--- config.mk ---
export PLATFORM = sky130hd
export DESIGN_NAME = jk_bank_scheduler
export DESIGN_NICKNAME = d
export VERILOG_FILES = /design/src/rtl/jk_bank_scheduler.sv
export SDC_FILE = /design/constraint.sdc
export NUM_CORES = 1
export LEC_CHECK = 0
export ABC_AREA = 0
export CAP_MARGIN = 20
export CELL_PAD_IN_SITES_DETAIL_PLACEMENT = 2
export CELL_PAD_IN_SITES_GLOBAL_PLACEMENT = 2
export CORE_ASPECT_RATIO = 1.25
export CORE_UTILIZATION = 24
export CTS_CLUSTER_SIZE = 16
export DETAILED_ROUTE_END_ITERATION = 10
export GPL_ROUTABILITY_DRIVEN = 0
export PLACE_DENSITY_LB_ADDON = 0.15
export SYNTH_ARGS = -nofsm -noshare
export SYNTH_HDL_FRONTEND = slang
export SYNTH_SLANG_ARGS = --single-unit
--- constraint.sdc ---
create_clock -name clk -period 2.8 [get_ports clk]
set_clock_uncertainty 0.1 [all_clocks]
set_input_delay 0.28 -clock clk [delete_from_list [all_inputs] [get_ports clk]]
set_output_delay 0.28 -clock clk [all_outputs]
set_load 0.1 [all_outputs]
--- src/rtl/jk_bank_scheduler.sv ---
// Round-robin scheduler that applies one JK operation at a time to a shared bank of JK cells.
// Each granted op runs IDLE -> APPLY (one-hot J/K strobes) -> ACK (gnt pulse).
module jk_bank_scheduler #(
  parameter int NREQ  = 4,
  parameter int WIDTH = 8,
  parameter int IDX_W = 3
) (
  input  logic                  clk,
  input  logic                  rst,
  input  logic [NREQ-1:0]       req,
  input  logic [2*NREQ-1:0]     req_op,
  input  logic [IDX_W*NREQ-1:0] req_idx,
  output logic [NREQ-1:0]       gnt,
  output logic [WIDTH-1:0]      j_out,
  output logic [WIDTH-1:0]      k_out,
  output logic [WIDTH-1:0]      q,
  output logic                  busy
);

  localparam int PTR_W = (NREQ > 1) ? $clog2(NREQ) : 1;

  typedef enum logic [1:0] {
    S_IDLE  = 2'd0,
    S_APPLY = 2'd1,
    S_ACK   = 2'd2
  } state_t;

  state_t            state, state_nxt;
  logic [PTR_W-1:0]  ptr;
  logic [PTR_W-1:0]  owner;
  logic [PTR_W-1:0]  pick;
  logic              any_req;
  logic [1:0]        op_q;
  logic [IDX_W-1:0]  idx_q;
  logic              idx_ok;
  logic [WIDTH-1:0]  sel;

  // Out-of-range indices still run the full handshake but select no cell.
  assign idx_ok = (32'(idx_q) < WIDTH);
  assign sel    = idx_ok ? (WIDTH'(1) << idx_q) : '0;

  // Round-robin search: first requester at or after the pointer, wrapping.
  always_comb begin
    // NOTE: every variable assigned in always_comb gets a default first, so no latch is inferred.
    any_req = 1'b0;
    pick    = '0;
    for (int i = 0; i < NREQ; i++) begin
      int cand;
      cand = (32'(ptr) + i) % NREQ;
      if (req[cand] && !any_req) begin
        any_req = 1'b1;
        pick    = PTR_W'(cand);
      end
    end
  end

  // State register
  always_ff @(posedge clk) begin
    // NOTE: clocked state uses non-blocking assignments so all registers update from pre-edge values.
    if (rst) state <= S_IDLE;
    else     state <= state_nxt;
  end

  // Next-state logic
  always_comb begin
    state_nxt = state;
    case (state)
      S_IDLE:  if (any_req) state_nxt = S_APPLY;
      S_APPLY: state_nxt = S_ACK;
      S_ACK:   state_nxt = S_IDLE;
      default: state_nxt = S_IDLE;
    endcase
  end

  // Output logic
  always_comb begin
    j_out = '0;
    k_out = '0;
    gnt   = '0;
    busy  = 1'b0;
    case (state)
      S_APPLY: begin
        j_out = op_q[1] ? sel : '0;
        k_out = op_q[0] ? sel : '0;
        busy  = 1'b1;
      end
      S_ACK: begin
        gnt[owner] = 1'b1;
        busy       = 1'b1;
      end
      default: ;
    endcase
  end

  // Datapath: grant latch, bank update, pointer advance
  always_ff @(posedge clk) begin
    if (rst) begin
      q     <= '0;
      ptr   <= '0;
      owner <= '0;
      op_q  <= '0;
      idx_q <= '0;
    end else begin
      case (state)
        S_IDLE: begin
          if (any_req) begin
            owner <= pick;
            op_q  <= req_op[2*pick +: 2];
            idx_q <= req_idx[IDX_W*pick +: IDX_W];
          end
        end
        // JK characteristic equation; strobes are zero outside the selected cell.
        S_APPLY: q <= (j_out & ~q) | (~k_out & q);
        S_ACK:   ptr <= (owner == PTR_W'(NREQ - 1)) ? '0 : owner + PTR_W'(1);
        default: ;
      endcase
    end
  end

endmodule
==> metrics.cfg, run 1 <==
[detailed_routing]
wl_um = 3831
vias = 1195
wl_per_cell_um = 15.32
vias_per_cell = 4.780
drc = 0
postRouteAntennaNets = 0
drt_pass1_iterations = 3
drtIter0Drc = 26

[synthesis]
synth_cell_types = 29
syn_area_sq_um = 1187
ys_seq_area_share_pct = 32.03
syn-mean-instance-area_sq_um = 8.667
synth-seq-cells = 19
synth-warning-count = 0
syn_inst = 137
postSynthNetCount = 170

[sta]
grt_setup_unrepaired = no
period_needed_ns = 2.161
setup_viol = 0
finalCritPeriodShare_pct = 77.16
worst_pin_slew_ns = 0.8117
slew_viol_final = 0
fmax_ghz = 0.4628
fin_setup_tns_ns = 0
slew_headroom_pct = 45.71
hold_violations = 0
whs_ns = 0.3846

[global_route]
grt-ovfl-total = 0
grt_pass1_wl_um = 5927
antenna_found_initial = 0
grt_usage_pct = 14.71
grt_pass1_vias = 1230
grt_start_max_net_pins = 21

[clock_tree]
clk_path_buf_depth = 2
holdBufCountCts = 0
cts_max_level = 1
clock_sinks = 19
post_cts_buffers = 0
clk_pin_slew_worst_paths_ns = 0.08
cts_buffers = 3
clk_latency_ns = 0.26
cts-resized-gates = 0
cts_tree = yes
cts-root-buf = clkbuf_8

[layout]
drive_gt1_share_pct = 23.68
nets = 224
layout_commonest_cell = buf_4
fin_util_pct = 37.22
insertedDiodeCount = 0
mostFrequentLayoutCells = buf_4 (29), clkdlybuf4s50_1 (25), nor2_1 (22), dfxtp_1 (19), mux2i_1 (14)
area_growth_pct = 48.26
stdcell_count = 250

[worst_setup_path]
path_buf_inv = 2
cp.depth = 6
required_ns = 2.42
endpoint = j_out[0]
rr_startpoint = ptr[1]
critPathLaunchType = register
cp_cell_sequence = inv_1 -> ha_1 -> nor2b_1 -> nand2_1 -> nor3_2 -> buf_4
startpoint = state[1]
critPathMaxFanout = 7
end_kind = primary output
max_stage_delay_ns = 0.34
cp.arrival_ns = 1.78
crit_family = simple AND/OR/NAND/NOR gates
r2r-end = idx_q[1]
cp_slowest_cell = dfxtp_1
rrSetupSlack_ns = 0.97
rr_worst_depth = 5
crit_type = reg -> out

[power]
leakagePower_uw = 0.0007100
power_density_nw_per_um2 = 420.7
power.total_uw = 740.7
ir_drop_mv = 0.1355

[floorplan]
dieHeight_um = 80.64
start_util_pct = 25.11
die_x_um = 64.91
ios = 55
rows = 28
dieArea_sq_um = 5234
core-area_sq_um = 4730

[placement]
place_inst = 246
port_buffers = 54
dp_hpwl_um = 3114

[min_path]
hold_path.class = reg -> reg

[outcome]
status = finished clean

[flow_run]
max_cap_violations = 0

[state kept, by name, indices dropped and copies added (netlist names)]
name / flops
idx_q: 3
op_q: 2
q: 8
state: 2
ptr: 2
owner: 2
[report_power, final]
group / switching (uW) / internal [uW]
Sequential: 24.9 / 288
Combinational: 140 / 88.5
Clock: 99.9 / 99.0
[worst min-delay path by stage]
stage | start | endpoint | slack, ns | cells past startpoint
after floorplan | rst | q[3] | 0.36 | 2
after global placement | q[6] | q[6] | 0.36 | 1
after detailed placement | q[6] | q[6] | 0.37 | 1
after CTS | q[6] | q[6] | 0.39 | 1
after global routing | q[6] | q[6] | 0.41 | 1
final | q[6] | q[6] | 0.38 | 1
[worst register-to-register path, cell delays in order, from the launching register on]
cell and delay [ns]:
dfxtp_1 0.37, a21oi_1 0.15, o21ai_1 0.09, a21oi_2 0.59
mux2i_1 0.26, o221ai_1 0.13
[per-layer routing]
metal	track usage [%]	part of all wire, %	vias to the layer above
met5	0	0	-
met2	29.38	58	26
met1	15.37	39	584
met4	4.667	0.99	0
met3	1.847	2.9	4
li1	-	-	581
[cells in the mapped netlist]
master | instances | area, sq um
nor2_1 | 22 | 82.58
a22o_2 | 1 | 10.01
clkbuf_1 | 1 | 3.750
buf_6 | 2 | 22.52
mux2i_1 | 14 | 140.1
nor2b_1 | 1 | 6.260
clkbuf_2 | 2 | 10.01
a21oi_2 | 1 | 8.760
nand2b_1 | 8 | 50.05
o21ai_0 | 4 | 20.02
or4_4 | 1 | 11.26
nand3_1 | 2 | 10.01
nand3b_1 | 5 | 37.54
and2_1 | 4 | 25.02
nand2_4 | 2 | 22.52
a22oi_1 | 1 | 7.510
nand2b_4 | 1 | 13.76
a221oi_4 | 1 | 26.28
nor3_1 | 5 | 25.02
inv_1 | 8 | 30.03
nor2_4 | 1 | 11.26
dfxtp_1 | 19 | 380.4
o221ai_1 | 5 | 43.79
o21ai_1 | 1 | 5.000
a211oi_1 | 2 | 15.01
or3_1 | 4 | 25.02
a21oi_1 | 9 | 45.04
nand2_1 | 3 | 11.26
ha_1 | 7 | 87.58
[through the flow]
step | setup slack [ns] | cell area (sq um)
2_1_floorplan | 0.2332 | 1207
3_3_place_gp | 0.6159 | 1714
3_5_place_dp | 0.5416 | 1714
5_1_grt | 0.4207 | 1760
6_report | 0.6394 | 1760
4_1_cts | 0.5923 | 1760
[kinds of logic (layout without fill, tap and decap cells)]
family | after synthesis | in the layout | share of synthesized area [%]
mux | 14 | 14 | 11.80
fa+ha+maj | 7 | 7 | 7.376
flops | 19 | 19 | 32.03
buf+inv | 13 | 66 | 5.585
simple gates | 59 | 59 | 27.92
compound gates | 25 | 25 | 15.28
[cell type report]
cell class / instances / area [sq um]
Tap cell: 60 / 75.07
Inverter: 8 / 30.03
Clock buffer: 3 / 41.29
Clock inverter: 1 / 5.005
Sequential cell: 19 / 380.4
Timing Repair Buffer: 54 / 467.9
Fill cell: 552 / 2969
Multi-Input combinational cell: 105 / 760.7
Power figures use the tool's default switching activity.
==> run 2: changes to the inputs <==
Settings changed: CORE_UTILIZATION 24 to 22.
Clock period 2.8 ns to 2.24 ns, I/O delays scaled along.
==> run 2 against run 1 <==
  * Non-clock buffer count is 2 higher
  * Hold slack worse by 0.0064 ns
  * Total power increased by 29%
  * Via count up 3.2%
  * Worst setup slack worse by 0.56 ns
  * Combinational power is 35% higher
  * Die area increased by 8.8%
  * Count of clock-buffer cells in the layout stayed put
  * Core utilization is 2.6 points higher
  * Final area rose by 16%
==> metrics.cfg, run 2 (synthesized netlist as in run 1, its figures left out) <==
[clock_tree]
holdBufCountCts = 0
cts-root-buf = clkbuf_8
clk_latency_ns = 0.27
clk_path_buf_depth = 2
clock_sinks = 19
post_cts_buffers = 0
cts_tree = yes
clk_pin_slew_worst_paths_ns = 0.08
cts_max_level = 1
cts_buffers = 3
cts-resized-gates = 0

[worst_setup_path]
critPathLaunchType = register
rr_worst_depth = 6
r2r-end = q[3]
startpoint = state[1]
endpoint = j_out[2]
critPathMaxFanout = 7
rr_startpoint = state[1]
cp.arrival_ns = 1.84
required_ns = 1.92
rrSetupSlack_ns = 0.40
crit_type = reg -> out
end_kind = primary output

[layout]
fin_util_pct = 39.80
fillers = 557
final-seq-area_sq_um = 380.4
mostFrequentLayoutCells = clkdlybuf4s50_1 (25), buf_12 (20), dfxtp_1 (19), nor2_1 (18), mux2i_1 (14)
largest_register = q
insertedDiodeCount = 0
top_regs = q (8), idx_q (3)
area_growth_pct = 72.71
drive_gt1_share_pct = 26.56
largest_register_ffs = 8
nets = 226
multi_input_area_sq_um = 783.3
layout_commonest_cell = clkdlybuf4s50_1

[global_route]
grt_pass1_wl_um = 7127
grt_pass1_vias = 1482
antenna_found_initial = 0
grt_usage_pct = 16.80
grt_start_max_net_pins = 14
grt-ovfl-total = 0

[detailed_routing]
postRouteAntennaNets = 0
drtIter0Drc = 10
drt_pass1_iterations = 4
wl_per_cell_um = 16.65
drc = 0
wl_um = 4230
vias_per_cell = 4.854
vias = 1233

[floorplan]
dieArea_sq_um = 5697
rows = 29
die_x_um = 67.71
start_util_pct = 23.05
core-area_sq_um = 5152
ios = 55
dieHeight_um = 84.14

[sta]
period_needed_ns = 2.160
setup_viol = 0
finalCritPeriodShare_pct = 96.41
slew_headroom_pct = 59.28
worst_pin_slew_ns = 0.6089
hold_violations = 0
slew_viol_final = 0
fmax_ghz = 0.4630
whs_ns = 0.3782
grt_setup_unrepaired = yes

[flow_run]
max_cap_violations = 0

[placement]
port_buffers = 54
dp_hpwl_um = 3433

[power]
leakagePower_uw = 0.0007672
power_density_nw_per_um2 = 466.8
ir_drop_mv = 0.1935

[min_path]
min_path_cells = 1
hold_path.class = reg -> reg

[outcome]
status = finished clean

run 2: cell type report:
| type | instances | share of cell area (%) |
|---|---|---|
| multi-input combinational | 105 | 38.19 |
| timing repair buffer | 56 | 35.75 |
| sequential | 19 | 18.55 |
| tap | 62 | 3.783 |
| clock buffer | 3 | 2.013 |
| inverter | 8 | 1.464 |
| clock inverter | 1 | 0.2441 |
run 2: power breakdown:
| group | internal [uW] | switching (uW) |
|---|---|---|
| clock network | 124 | 127 |
| registers | 360 | 35.9 |
| logic | 126 | 184 |
| total | 611 | 347 |
run 2: critical path, stage by stage (launching register included):
cell	delay, ns
dfxtp_1	0.33
inv_1	0.08
ha_1	0.21
nor2b_1	0.21
nand2_1	0.26
nor2_1	0.26
buf_12	0.21
run 2: worst min-delay path by stage:
stage / from / end / slack, ns
after floorplan: rst / q[3] / 0.30
after global placement: q[7] / q[7] / 0.36
after detailed placement: q[7] / q[7] / 0.36
after CTS: q[7] / q[7] / 0.38
after global routing: q[7] / q[7] / 0.43
final: q[7] / q[7] / 0.38
run 2: through the flow:
step	setup WS [ns]	total power [uW]	TNS, ns	cell area (sq um)	cells
finish	0.08038	957.3	0	2051	254
global route	-0.05893	1014	-0.3176	2051	254
CTS	0.05587	972.8	0	2042	254
detailed placement	0.2481	715.5	0	1996	250
global placement	0.3011	703.5	0	1996	250
floorplan	-0.2519	601.1	-2.741	1221	137
run 2: layer usage:
layer / up-vias / track usage (%) / share of wire, %
met5: - / 0 / 0
met4: 0 / 6.190 / 1.7
met3: 7 / 3.940 / 4.6
met2: 34 / 32.40 / 57
met1: 605 / 16.28 / 36
li1: 587 / - / -
